==> src/rtl/logs_sum_seq.sv <==
// Sequential multi-operand summer: LANES addends per cycle into an OBITS accumulator with sticky overflow.
// Optional build macro: LOGS_SUM_SAT_EN (saturate at 2**OBITS-1 instead of modulo wrap).
module logs_sum_seq #(
    parameter int NBITS    = 3,
    parameter int NADDENDS = 8,
    parameter int LANES    = 2,
    parameter int OBITS    = 4
) (
    input  logic                      clk,
    input  logic                      rst,
    input  logic                      in_valid,
    output logic                      in_ready,
    input  logic [NADDENDS*NBITS-1:0] addends,
    input  logic                      abort,
    output logic                      out_valid,
    input  logic                      out_ready,
    output logic [OBITS-1:0]          sum,
    output logic                      ovf
);
    localparam int NCHUNK = (NADDENDS + LANES - 1) / LANES;
    localparam int NSLOT  = NCHUNK * LANES;
    localparam int CW     = (NCHUNK > 1) ? $clog2(NCHUNK) : 1;
    // Wide enough for acc plus a full chunk, so any carry past OBITS is visible.
    localparam int SW     = OBITS + NBITS + $clog2(NADDENDS + 1) + 1;

    typedef enum logic [1:0] {S_IDLE, S_ACCUM, S_DONE} state_t;

    state_t            r_state;
    logic [CW-1:0]     r_chunk;
    logic [NBITS-1:0]  r_addends [NADDENDS];
    logic [OBITS-1:0]  r_acc;
    logic              r_ovf;
    logic              r_out_valid;

    logic [NBITS-1:0]  w_slot [NSLOT];
    logic [SW-1:0]     w_chunk_sum;
    logic [SW-1:0]     w_next;
    logic              w_carry;
    logic              w_capture;
    logic              w_last;

    // Lanes past NADDENDS in the final chunk read as zero.
    for (genvar g = 0; g < NSLOT; g++) begin : g_slot
        if (g < NADDENDS) begin : g_real
            assign w_slot[g] = r_addends[g];
        end else begin : g_pad
            assign w_slot[g] = '0;
        end
    end

    // NOTE: combinational blocks use blocking '=' and assign every output a default first, so no latch is inferred.
    always_comb begin
        w_chunk_sum = '0;
        for (int l = 0; l < LANES; l++) begin
            w_chunk_sum = w_chunk_sum + SW'(w_slot[int'(r_chunk) * LANES + l]);
        end
        w_next  = SW'(r_acc) + w_chunk_sum;
        w_carry = |w_next[SW-1:OBITS];
    end

    assign in_ready  = (r_state == S_IDLE) && !abort;
    assign w_capture = in_valid && in_ready;
    assign w_last    = (r_chunk == CW'(NCHUNK - 1));

    // NOTE: the addend store is pure datapath, only read after a capture, so it carries no reset.
    always_ff @(posedge clk) begin
        if (w_capture) begin
            for (int i = 0; i < NADDENDS; i++) begin
                r_addends[i] <= addends[i*NBITS +: NBITS];
            end
        end
    end

    // NOTE: sequential state uses non-blocking '<=' so every register samples pre-edge values.
    always_ff @(posedge clk or posedge rst) begin
        if (rst) begin
            r_state     <= S_IDLE;
            r_chunk     <= '0;
            r_acc       <= '0;
            r_ovf       <= 1'b0;
            r_out_valid <= 1'b0;
        end else begin
            case (r_state)
                S_IDLE: begin
                    if (w_capture) begin
                        r_state <= S_ACCUM;
                        r_chunk <= '0;
                        r_acc   <= '0;
                        r_ovf   <= 1'b0;
                    end
                end
                S_ACCUM: begin
                    if (abort) begin
                        r_state <= S_IDLE;
                        r_acc   <= '0;
                        r_ovf   <= 1'b0;
                    end else begin
`ifdef LOGS_SUM_SAT_EN
                        if (r_ovf || w_carry) r_acc <= '1;
                        else                  r_acc <= w_next[OBITS-1:0];
`else
                        r_acc <= w_next[OBITS-1:0];
`endif
                        r_ovf <= r_ovf | w_carry;
                        if (w_last) begin
                            r_state     <= S_DONE;
                            r_out_valid <= 1'b1;
                        end else begin
                            r_chunk <= r_chunk + 1'b1;
                        end
                    end
                end
                S_DONE: begin
                    // Abort outranks the output handshake and discards the result.
                    if (abort) begin
                        r_state     <= S_IDLE;
                        r_out_valid <= 1'b0;
                        r_acc       <= '0;
                        r_ovf       <= 1'b0;
                    end else if (out_ready) begin
                        r_state     <= S_IDLE;
                        r_out_valid <= 1'b0;
                    end
                end
                default: begin
                    r_state     <= S_IDLE;
                    r_out_valid <= 1'b0;
                end
            endcase
        end
    end

    assign out_valid = r_out_valid;
    assign sum       = r_acc;
    assign ovf       = r_ovf;
endmodule
==> config.mk <==
export PLATFORM = sky130hd
export DESIGN_NAME = logs_sum_seq
export DESIGN_NICKNAME = d
export VERILOG_FILES = /design/src/rtl/logs_sum_seq.sv
export SDC_FILE = /design/constraint.sdc
export NUM_CORES = 1
export LEC_CHECK = 0
export ABC_AREA = 1
export CAP_MARGIN = 30
export CORE_ASPECT_RATIO = 0.75
export CORE_MARGIN = 2
export CORE_UTILIZATION = 49
export DETAILED_ROUTE_END_ITERATION = 8
export PLACE_DENSITY = 0.81
export SYNTH_ARGS = -nofsm -noshare
export SYNTH_HDL_FRONTEND = slang
export SYNTH_SLANG_ARGS = --single-unit
==> constraint.sdc <==
create_clock -name clk -period 2.8 [get_ports clk]
set_input_delay 0.84 -clock clk [delete_from_list [all_inputs] [get_ports clk]]
set_output_delay 0.84 -clock clk [all_outputs]
set_load 0.02 [all_outputs]
==> summary.txt, run 1 <==
Outcome
  • Status: complete, no violations

Clocking
  • H-tree levels: 2
  • Inserted Clock Buffers: 5
  • Root buf cell: clkbuf_8
  • Clk Latency, worst-skew pair: 0.29 ns
  • Worst-path clk slew: 0.07 ns
  • CTS max path bufs: 2
  • CTS tree: done
  • Clock Sinks: 34
  • Post-CTS Setup Bufs: 0

Placed design
  • Hpwl dp: 2150 um
  • RePlAce Congestion: 0.840
  • Input/output buffers: 35

Power and ir drop
  • Tot Pwr: 1.94 mW
  • Static Leak: 0.883 nW
  • Peak supply drop: 0.000477 V
  • Cell Pwr Density: 932 nW/um^2

Global route
  • Wire length of the first global-routing pass: 5030 um
  • GRT Overall Usage: 18.7%
  • Vias in the first global route: 1,135
  • Initial antenna violation count: 0
  • Total gr overflow: 0
  • Largest net degree at the start of global routing: 20

Floorplanning
  • I/O pin total: 36
  • DIE AREA: 3660 sq um
  • Cell Rows: 17
  • Core area: 3000 sq um
  • Die X: 69.2 um
  • Initial core utilization: 52.1%
  • Die Ht: 52.9 um

Synthesis
  • Register area share after synthesis: 62.2%
  • Mean Syn Cell Area: 10.9 sq um
  • Register bit total from synthesis: 34
  • Post-synth design cell area: 1560 sq um
  • Cells after Synth: 143
  • Post-synthesis net count: 180
  • Synth warnings: 0
  • Yosys cell types: 23

Worst setup path
  • Critical path class: primary input to primary output
  • Crit path DAT: 1.76 ns
  • CP Capture Type: primary output
  • CP max FO: 2
  • Worst Path Required: 1.96 ns
  • Critical path startpoint category: primary input

Detailed routing
  • Routed WL per cell: 13.1 um
  • Iteration-0 DRC Markers: 43
  • Vias: 1,121
  • Drt drc: 0
  • Final ANT Viol Nets: 0
  • Pre-Repair DR Iteration Count: 4
  • WL final: 2960 um
  • Via density: 4.98

Timing
  • Fin. max-slew vios: 0
  • Fmax: 384 MHz
  • Final hold violation count: 0
  • Worst rel slew slack: 73.7%
  • Setup Skew: 0.00567 ns
  • Final setup violation count: 0
  • Setup tns final: 0 ns
  • Tcrit/Tclk final: 93.0%
  • Period minus WS final: 2.60 ns
  • RSZ-0062 raised after global routing: false
  • Worst-Margin Slew: 0.394 ns

Finish
  • Share of layout cells above drive strength 1: 11.2%
  • Antenna diodes: 0
  • Fill cells: 215
  • Area of the multi-input gates: 502 sq um
  • Reg area: 972 sq um
  • Syn-to-layout area delta: 33.1%
  • Final nets: 223

Hold path
  • Hold Crit Class: register to register

Run
  • Maxcap violations: 0
## registers in the layout, summed over array words and instances, names as in the netlist
| signal | cells |
|---|---|
| r_addends | 24 |
| sum | 4 |
| r_chunk | 2 |
| r_state | 2 |
| out_valid | 1 |
| ovf | 1 |
## report_power, final
group | internal [mW] | leakage, nW | switching [mW]
Clock | 0.262 | 0.0579 | 0.178
Sequential | 0.625 | 0.354 | 0.0908
Combinational | 0.345 | 0.471 | 0.436
Total | 1.23 | 0.883 | 0.705
## Yosys cell counts
cell | count | area [sq um]
fa_1 | 4 | 80.1
nand3_2 | 2 | 20.0
nor3_1 | 2 | 10.0
clkinv_2 | 1 | 5.00
inv_1 | 16 | 60.1
o21ai_1 | 1 | 5.00
nand2_1 | 29 | 109
nand3_1 | 8 | 40.0
buf_4 | 1 | 7.51
edfxtp_1 | 24 | 721
nand2_2 | 1 | 6.26
nor2_4 | 1 | 11.3
inv_2 | 3 | 11.3
ha_1 | 4 | 50.1
xnor2_1 | 1 | 8.76
a21oi_1 | 4 | 20.0
o21ai_2 | 1 | 8.76
o21ai_0 | 13 | 65.1
nor2_1 | 13 | 48.8
nand4_1 | 1 | 6.26
buf_2 | 1 | 5.00
dfrtp_1 | 10 | 250
o22ai_1 | 2 | 12.5
## cell usage in the layout (no fill, tap or decap), types with 4 or more instances in the layout
cell and n:
edfxtp_1 24, inv_1 16, fa_1 4, o21ai_0 13, nand3_1 8, clkdlybuf4s50_1 34
a21oi_1 4, dfrtp_1 9, nor2_1 13, ha_1 4, clkbuf_8 5, nand2_1 29
## timing repair
action,in CTS,in global routing
gates resized for setup,1,1
setup endpoints to repair,1,1
hold buffers,0,0
## through the flow
stage	area, sq um	util, %	cells	setup slack [ns]	hold WS, ns
after floorplan	1560	-	143	0.439	0.576
after global placement	1970	65.7	217	-0.0848	0.455
after detailed placement	1970	65.7	217	-0.109	0.470
after CTS	2080	69.3	225	0.146	0.487
after global routing	2080	69.3	225	0.149	0.517
final	2080	69.3	225	0.195	0.482
## final timing paths
check	from	endpoint	slack, ns	cells after the start
worst max-delay path	abort	in_ready	0.20	3
worst min-delay path	out_valid$_DFFE_PP0P_	out_valid$_DFFE_PP0P_	0.48	2
worst max register to register	r_chunk[0]$_DFFE_PP0P_	sum[3]$_DFFE_PP0P_	0.33	10
worst min register to register	out_valid$_DFFE_PP0P_	out_valid$_DFFE_PP0P_	0.48	2
max in group asynchronous	rst	r_chunk[0]$_DFFE_PP0P_	1.67	2
min in group asynchronous	rst	out_valid$_DFFE_PP0P_	0.83	2
## critical path, cell delays in order
cell and delay (ns):
clkdlybuf4s50_1 0.41, nor3_1 0.16, dlygate4sd2_1 0.35
## final cells by class
class / count / share of cell area (%)
Timing Repair Buffer: 38 / 17.9
Clock inverter: 3 / 1.93
Tap cell: 38 / 2.29
Multi-Input combinational cell: 87 / 24.1
Sequential cell: 34 / 46.8
Inverter: 20 / 3.67
Clock buffer: 5 / 3.31
## routing by layer
metal / part of all wire, % / vias to the layer above / wire (um) / GRT usage, %
li1: - / 563 / - / -
met1: 44 / 529 / 1310 / 22.6
met2: 50 / 27 / 1470 / 30.4
met3: 5.5 / 2 / 162 / 7.81
met4: 0.47 / 0 / 14 / 6.86
met5: 0 / - / 0 / 0
## logic make-up (layout without fill, tap and decap cells)
logic type                 after synthesis  in the layout  synth area share (%)
DFF                                     34             34                  62.2
xor gates and xnor gates                 1              1                 0.561
buffers and inverters                   22             66                  5.69
AOI/OAI and AO/OA                       21             21                  7.13
and+or+nand+nor                         57             57                  16.1
adders and majority gates                8              8                  8.33
Note: power is estimated with default switching activity, not from simulation.
==> run 2, diff against run 1 <==
CORE_ASPECT_RATIO = unset   (was 0.75)
PLACE_DENSITY = 0.78   (was 0.81)
==> run 2 against run 1 <==
Clock skew fell by 0.0013 ns. Sequential share of layout area is 1.2 points higher. Clock-buffer cell count is 1 higher. Clock power is 43% lower. Setup slack worse by 0.0072 ns. Sequential power fell by 0.6%. Critical path type unchanged. Largest cell class unchanged. Highest routed layer unchanged.
==> summary.txt, run 2 (synthesized netlist as in run 1, its figures left out) <==
Outcome
  • Status: complete, no violations (unchanged)

Worst setup path
  • CP Capture Type: primary output (unchanged)
  • Buf/Inv on CP: 2 (unchanged)
  • Critical path startpoint category: primary input (unchanged)
  • Critical Path, Cell by Cell: clkdlybuf4s50_1, nor3_1, dlygate4sd2_1 (unchanged)
  • Reg2Reg Launch Point: r_chunk[0]$_DFFE_PP0P_ (unchanged)
  • Slowest cell on the critical path: clkdlybuf4s50_1 (unchanged)
  • Worst Setup SP: abort (unchanged)
  • Crit path DAT: 1.77 ns (was 1.76 ns)
  • CP max FO: 2 (unchanged)
  • Worst Path Required: 1.96 ns (about the same)
  • Critical path class: primary input to primary output (unchanged)
  • Critical path's top delay family: buffers and inverters (unchanged)
  • CP max stage delay: 0.42 ns (was 0.41 ns)

Floorplanning
  • DIE AREA: 3650 sq um (was 3660 sq um)
  • Cell Rows: 20 (was 17)
  • Die Ht: 60.5 um (was 52.9 um)
  • Die X: 60.5 um (was 69.2 um)
  • I/O pin total: 36 (unchanged)
  • Initial core utilization: 51.1% (was 52.1%)
  • Core area: 3050 sq um (was 3000 sq um)

Detailed routing
  • WL final: 2680 um (was 2960 um)
  • Iteration-0 DRC Markers: 28 (was 43)
  • Pre-Repair DR Iteration Count: 4 (unchanged)
  • Via density: 4.77 (was 4.98)
  • Vias: 1,102 (was 1,121)
  • Final ANT Viol Nets: 0 (unchanged)
  • Drt drc: 0 (unchanged)
  • Routed WL per cell: 11.6 um (was 13.1 um)

Hold path
  • Hold Crit Class: register to register (unchanged)
  • Hold path start: out_valid$_DFFE_PP0P_ (unchanged)

Placed design
  • Dpl ws: -0.0974 ns (was -0.109 ns)
  • Input/output buffers: 35 (unchanged)
  • RePlAce Congestion: 0.790 (was 0.840)
  • Hpwl dp: 2010 um (was 2150 um)

Clocking
  • Inserted Clock Buffers: 5 (unchanged)
  • Clk Latency, worst-skew pair: 0.33 ns (was 0.29 ns)
  • Clock Sinks: 34 (unchanged)
  • Worst-path clk slew: 0.09 ns (was 0.07 ns)
  • CTS tree: done (unchanged)
  • H-tree levels: 2 (unchanged)
  • CTS max path bufs: 2 (unchanged)
  • Root buf cell: clkbuf_4 (was clkbuf_8)

Timing
  • RSZ-0062 raised after global routing: false (unchanged)
  • Tcrit/Tclk final: 93.3% (was 93.0%)
  • Final hold violation count: 0 (unchanged)
  • Period minus WS final: 2.61 ns (was 2.60 ns)
  • Worst-Margin Slew: 0.369 ns (was 0.394 ns)
  • Final worst-path setup slack: 0.188 ns (was 0.195 ns)
  • Setup Skew: 0.00435 ns (was 0.00567 ns)
  • Fmax: 383 MHz (was 384 MHz)
  • Final setup violation count: 0 (unchanged)
  • Fin. max-slew vios: 0 (unchanged)
  • Worst rel slew slack: 75.4% (was 73.7%)

Run
  • Maxcap violations: 0 (unchanged)

Global route
  • Largest net degree at the start of global routing: 25 (was 20)
  • GRT Overall Usage: 17.6% (was 18.7%)
  • Initial antenna violation count: 0 (unchanged)
  • Wire length of the first global-routing pass: 4530 um (was 5030 um)
  • Vias in the first global route: 1,074 (was 1,135)
  • Total gr overflow: 0 (unchanged)

Finish
  • Largest Register: r_addends (unchanged)
  • Syn-to-layout area delta: 29.8% (was 33.1%)
  • Final nets: 223 (unchanged)
  • Most frequent cells in the layout: 34 x clkdlybuf4s50_1, 29 x nand2_1, 24 x edfxtp_1 (unchanged)
  • Share of layout cells above drive strength 1: 10.2% (was 11.2%)
  • Fill cells: 259 (was 215)
  • Commonest non-fill, non-tap cell in the layout: clkdlybuf4s50_1 (unchanged)
  • Antenna diodes: 0 (unchanged)
  • Largest register FFs: 24 (unchanged)

Power and ir drop
  • Logic pwr share: 44.6% (was 40.3%)
  • Switching Share: 38.7% (was 36.4%)
  • Clock group share of total power: 14.4% (was 22.7%)
  • Sequential share of power: 41.0% (was 37.0%)
  • P_sw: 0.670 mW (was 0.705 mW)
  • Cell Pwr Density: 855 nW/um^2 (was 932 nW/um^2)
  • Static Leak: 0.855 nW (was 0.883 nW)
  • Internal Power: 1.06 mW (was 1.23 mW)
  • Tot Pwr: 1.73 mW (was 1.94 mW)
  • Peak supply drop: 0.000371 V (was 0.000477 V)
==> run 2: cell types whose count changed in the layout (fill, tap and decap cells not counted), sizes merged <==
cell    change
bufinv      -1
clkbuf      +1
==> run 2: final timing paths <==
path	to	slack, ns	cells after the start
setup / recovery	in_ready	0.19	3
hold / removal	out_valid$_DFFE_PP0P_	0.48	2
setup reg to reg	sum[3]$_DFFE_PP0P_	0.35	10
hold reg to reg	out_valid$_DFFE_PP0P_	0.48	2
max in group asynchronous	r_chunk[0]$_DFFE_PP0P_	1.74	2
min in group asynchronous	sum[2]$_DFFE_PP0P_	0.77	2
==> run 2: cell type report <==
cell class / count / area (sq um) / share of cell area [%]
timing repair buffer: 38 / 372 / 18.3
clock buffer: 6 / 41.3 / 2.04
tap: 44 / 55.1 / 2.72
inverter: 20 / 76.3 / 3.77
multi-input combinational: 87 / 502 / 24.8
clock inverter: 2 / 8.76 / 0.432
sequential: 34 / 972 / 48.0
==> run 2: through the flow <==
step / hold slack [ns] / utilization [%] / setup TNS (ns) / instance area, sq um / std cells
2_1_floorplan: 0.576 / - / 0 / 1560 / 143
3_3_place_gp: 0.456 / 64.8 / -0.0834 / 1980 / 223
3_5_place_dp: 0.466 / 64.8 / -0.0974 / 1980 / 223
4_1_cts: 0.488 / 66.4 / 0 / 2030 / 231
5_1_grt: 0.522 / 66.4 / 0 / 2030 / 231
6_report: 0.480 / 66.4 / 0 / 2030 / 231
==> run 2: per-layer routing <==
| layer | GRT usage [%] | share of wire [%] | vias up |
|---|---|---|---|
| li1 | - | - | 564 |
| met1 | 20.3 | 44 | 496 |
| met2 | 29.7 | 49 | 36 |
| met3 | 6.40 | 5.9 | 6 |
| met4 | 7.45 | 1.8 | 0 |
| met5 | 0 | 0 | - |
==> run 2: power by group through the flow <==
stage	sequential [mW]	combinational [mW]	clock (mW)
after floorplan	0.717	0.547	0
after global routing	0.728	0.903	0.281
after CTS	0.710	0.788	0.258
after global placement	0.718	0.747	0
final	0.711	0.773	0.249
after detailed placement	0.721	0.785	0
==> run 2: timing repair <==
item | CTS | global route
buffers inserted | 0 | 0
endpoints found under the hold margin | 0 | 0
endpoints found under the setup margin | 1 | 1
gates resized for setup | 1 | 1
hold buffers | 0 | 0
==> run 2: worst register-to-register path, cell delays in order, from the launching register on <==
cell and delay [ns]:
dfrtp_2 0.53, inv_2 0.19, nor2_1 0.06, nor2_1 0.10, a21oi_1 0.06, fa_1 0.51, inv_1 0.04, ha_1 0.21
fa_1 0.38, xnor2_1 0.18, o21ai_1 0.09
==> RTL change 1 (config.mk and constraints of run 1) <==
Reset style: synchronous (`rst`), changed in one clocked block.
--- a/src/rtl/logs_sum_seq.sv
+++ b/src/rtl/logs_sum_seq.sv
@@ -72,7 +72,7 @@
     end
 
     // NOTE: sequential state uses non-blocking '<=' so every register samples pre-edge values.
-    always_ff @(posedge clk or posedge rst) begin
+    always_ff @(posedge clk) begin
         if (rst) begin
             r_state     <= S_IDLE;
             r_chunk     <= '0;
Behaviour: differs if rst is asserted again (counterexample within 4 cycles, from zero or initial values and one cycle with rst high); with rst held inactive, the same outputs for 10 cycles.
==> RTL change 1 against run 1 <==
Worst setup slack worse by 0.015 ns; first-iteration DRC count is 93% higher; largest cell class unchanged; area after synthesis down 1.4%; highest routed layer unchanged; count of clock-buffer cells in the layout stayed put; global-route usage is 1.1 points higher; synthesized cell count up 2.1%; wire length up 1.7%; critical path depth stayed put; sequential cell count stayed put; clock skew is 0.00085 ns lower; design area is 1.4% lower; hold slack lost 0.026 ns.
Power is not compared: it rests on default switching activity, and its combinational part moved more than twofold at a synthesized area within 25%.
==> RTL change 1: results (changes against run 1) <==
status: "finished clean"  # unchanged
clockBufferDepth: 2  # unchanged
inv_count: 19  # was 20
antenna_found_initial: 0  # unchanged
top_register: "r_addends"  # unchanged
synth_edf_count: 24  # unchanged
fin_nets: 225  # was 223
io_buffers: 35  # unchanged
place_hpwl_um: 2239  # was 2147 um
grt_pass1_wl_um: 5030  # unchanged
p_int_mw: 0.9022
startpoint: "abort"  # unchanged
syn_nets: 183  # was 180
pwr-share-clk: 0.365
first_pass_iters: 5  # was 4
via_per_inst: 5.199  # was 4.982
synth_seq_cells: 34  # unchanged
cp_slowest_stage_delay_ns: 0.44  # was 0.41 ns
place_congestion: 0.8660  # was 0.8400
layout-drive-gt1-share: 0.1170  # was 0.1123
fillers: 227  # was 215
detail_route.iter0.violations: 83  # was 43
grt_pass1_vias: 1191  # was 1135
synth_xor_area_frac: 0.005691  # was 0.005609
nonClkBufAreaFrac: 0.1814  # was 0.1788
reg2reg_from: "r_chunk[0]"  # unchanged
wl_per_cell_um: 13.30  # was 13.14 um
async_flop_share: 0  # was 0.2941
clkCellAreaFrac: 0.05009  # was 0.05238
tightest_slew_ns: 0.3445  # was 0.3943 ns
finalClockSkew_ns: 0.004822  # was 0.005669 ns
hold_path_startpoint: "out_valid"  # unchanged
grt_max_degree: 16  # was 20
multi_input_gates: 90  # was 87
clk_pin_slew_worst_paths_ns: 0.07  # about the same
cts_max_level: 2  # unchanged
critPathTopFamily: "buffers and inverters"  # unchanged
postPlaceCellArea_mm2: 0.001946  # was 0.001969 mm2
cts.repair.resized: 1  # unchanged
synth_compound_area_frac: 0.1114  # was 0.07131
ys_seq_area_frac: 0.5984  # was 0.6218
insertion_delay_ns: 0.28
synth_fa_ha_area_frac: 0.08455  # was 0.08333
synth-warning-count: 0  # unchanged
ys_top_cells_by_count: "24 x edfxtp_1, 20 x nor2_1, 16 x nand2_1"  # was 29 x nand2_1, 24 x edfxtp_1, 16 x inv_1
seqCellArea_um2: 922.1  # was 972.2 um2
layout.clock_buffers: 5  # unchanged
multi_input_area_um2: 533.0  # was 501.7 um2
gr-usage-all-layers: 0.1975  # was 0.1865
netlist_top_cells_area: "edfxtp_1 47%, dfxtp_1 13%, fa_1 5.2%"  # was edfxtp_1 46%, dfrtp_1 16%, nand2_1 7.0%
synth_cell_types: 23  # unchanged
cts_root_buffer: "clkbuf_8"  # unchanged
[RTL change 1: final timing paths]
| check | slack (ns) | cells after the start | endpoint |
|---|---|---|---|
| hold / removal | 0.46 | 2 | out_valid |
| setup reg to reg | 0.31 | 10 | sum[3] |
| hold reg to reg | 0.46 | 2 | out_valid |
| setup / recovery | 0.18 | 3 | in_ready |
[RTL change 1: metrics by stage]
step,total power [mW],instances,TNS (ns),hold WS (ns),worst slack (ns)
2_1_floorplan,0.6776,146,0,0.5216,0.4783
3_5_place_dp,0.7535,219,-0.09166,0.4508,-0.09166
5_1_grt,1.217,226,0,0.4706,0.1178
6_report,1.166,226,0,0.4553,0.1806
4_1_cts,1.178,226,0,0.4615,0.1864
3_3_place_gp,0.7440,219,-0.04647,0.4348,-0.04647
[RTL change 1: per-layer routing]
layer / vias up / track usage / share of wire
met5: - / 0 / 0
met4: 0 / 0.09804 / 0.019
met3: 6 / 0.05806 / 0.063
met2: 39 / 0.3269 / 0.48
met1: 554 / 0.2335 / 0.44
li1: 576 / - / -
==> RTL change 2 (settings of run 1) <==
Without the edit above. The option `LOGS_SUM_SAT_EN` is turned on by a define.
--- a/src/rtl/logs_sum_seq.sv
+++ b/src/rtl/logs_sum_seq.sv
@@ -1,5 +1,7 @@
 // Sequential multi-operand summer: LANES addends per cycle into an OBITS accumulator with sticky overflow.
 // Optional build macro: LOGS_SUM_SAT_EN (saturate at 2**OBITS-1 instead of modulo wrap).
+`define LOGS_SUM_SAT_EN
+
 module logs_sum_seq #(
     parameter int NBITS    = 3,
     parameter int NADDENDS = 8,
Function: changed (a bounded check fails within 4 cycles, from zero or initial values and one cycle with rst high).
==> RTL change 2 against run 1 <==
Fmax up 0.28%; total power up 3.2%; area after synthesis up 1.4%; wire length down 4.3%; cell count up 0.89%; worst setup slack better by 0.0073 ns; clock power up 19%; design area up 1.3%; critical path type unchanged; sequential cell count unchanged.
==> RTL change 2: results (changes against run 1) <==
status: "finished clean"  # unchanged
detail_route.iter0.violations: 36  # was 43
synth_fa_ha_area_frac: 0.08221  # was 0.08333
fin_nets: 225  # was 223
grt_use_met3: 0.07048  # was 0.07810
switchingPower_mw: 0.6846  # was 0.7046 mW
synth_cell_types: 25  # was 23
finalWirelength_um: 2829  # was 2956 um
drt-met1-wl_um: 1246  # was 1311 um
grt_pass1_wl_um: 4533  # was 5030 um
wl_met2_um: 1338  # was 1467 um
use_met2: 0.2692  # was 0.3045
holdWs_ns: 0.4793  # was 0.4816 ns
finalClockSkew_ns: 0.005047  # was 0.005669 ns
multi_input_area_um2: 516.7  # was 501.7 um2
grt_pass1_vias: 1041  # was 1135
syn_nets: 184  # was 180
synth_compound_area_frac: 0.06324  # was 0.07131
ys_seq_area_frac: 0.6134  # was 0.6218
netlist_top_cells_area: "edfxtp_1 46%, dfrtp_1 16%, nand2_1 8.1%"  # was edfxtp_1 46%, dfrtp_1 16%, nand2_1 7.0%
met3_length_um: 194  # was 162 um
synth_xor_area_frac: 0.005534  # was 0.005609
clkCellAreaFrac: 0.06302  # was 0.05238
gr-usage-all-layers: 0.1706  # was 0.1865
powerDensity_mw_per_mm2: 948.9  # was 931.5 mW/mm2
vias: 1136  # was 1121
inv_count: 19  # was 20
ys_top_cells_by_count: "34 x nand2_1, 24 x edfxtp_1, 15 x inv_1"  # was 29 x nand2_1, 24 x edfxtp_1, 16 x inv_1
nonClkBufAreaFrac: 0.1730  # was 0.1788
num-nonclk-buffers: 37  # was 38
powerSeq_mw: 0.699  # was 0.715 mW
r2r_cells: 11  # was 10
layout.clock_buffers: 5  # unchanged
cp_slowest_stage_delay_ns: 0.43  # was 0.41 ns
leakagePower_nw: 0.9018  # was 0.8834 nW
place_hpwl_um: 2137  # was 2147 um
tightest_slew_ns: 0.3849  # was 0.3943 ns
dpl_worst_slack_ns: -0.07893  # was -0.1090 ns
pwr-share-clk: 0.263  # was 0.227
grt_use_met1: 0.2052  # was 0.2256
multi_input_gates: 91  # was 87
grt_max_degree: 25  # was 20
vdd_drop_max_uv: 451.1  # was 477.2 uV
fillers: 212  # was 215
==> RTL change 2: changes by cell type in the layout (fill, tap and decap cells not counted), moves of 2 or more <==
cell,before,now
clkinv_2,3,0
o21ai_1,1,6
nand2_2,1,3
clkinv_1,0,2
o21ai_0,13,5
nand2_1,29,34
==> RTL change 2: metrics by stage <==
step | cells | cell area [um2] | setup TNS [ns]
6_report | 227 | 2105 | 0
2_1_floorplan | 147 | 1583 | 0
5_1_grt | 227 | 2105 | 0
3_3_place_gp | 219 | 1972 | -0.05197
3_5_place_dp | 219 | 1972 | -0.07893
4_1_cts | 227 | 2103 | 0
==> RTL change 2: worst max-delay path by stage <==
stage	startpoint	end	slack, ns	cells after the start
2_1_floorplan	r_chunk[0]	sum[3]	0.48	11
3_3_place_gp	abort	in_ready	-0.05	3
3_5_place_dp	abort	in_ready	-0.08	3
4_1_cts	r_chunk[0]	sum[2]	0.18	10
5_1_grt	r_chunk[0]	sum[3]	0.13	11
6_report	abort	in_ready	0.20	3
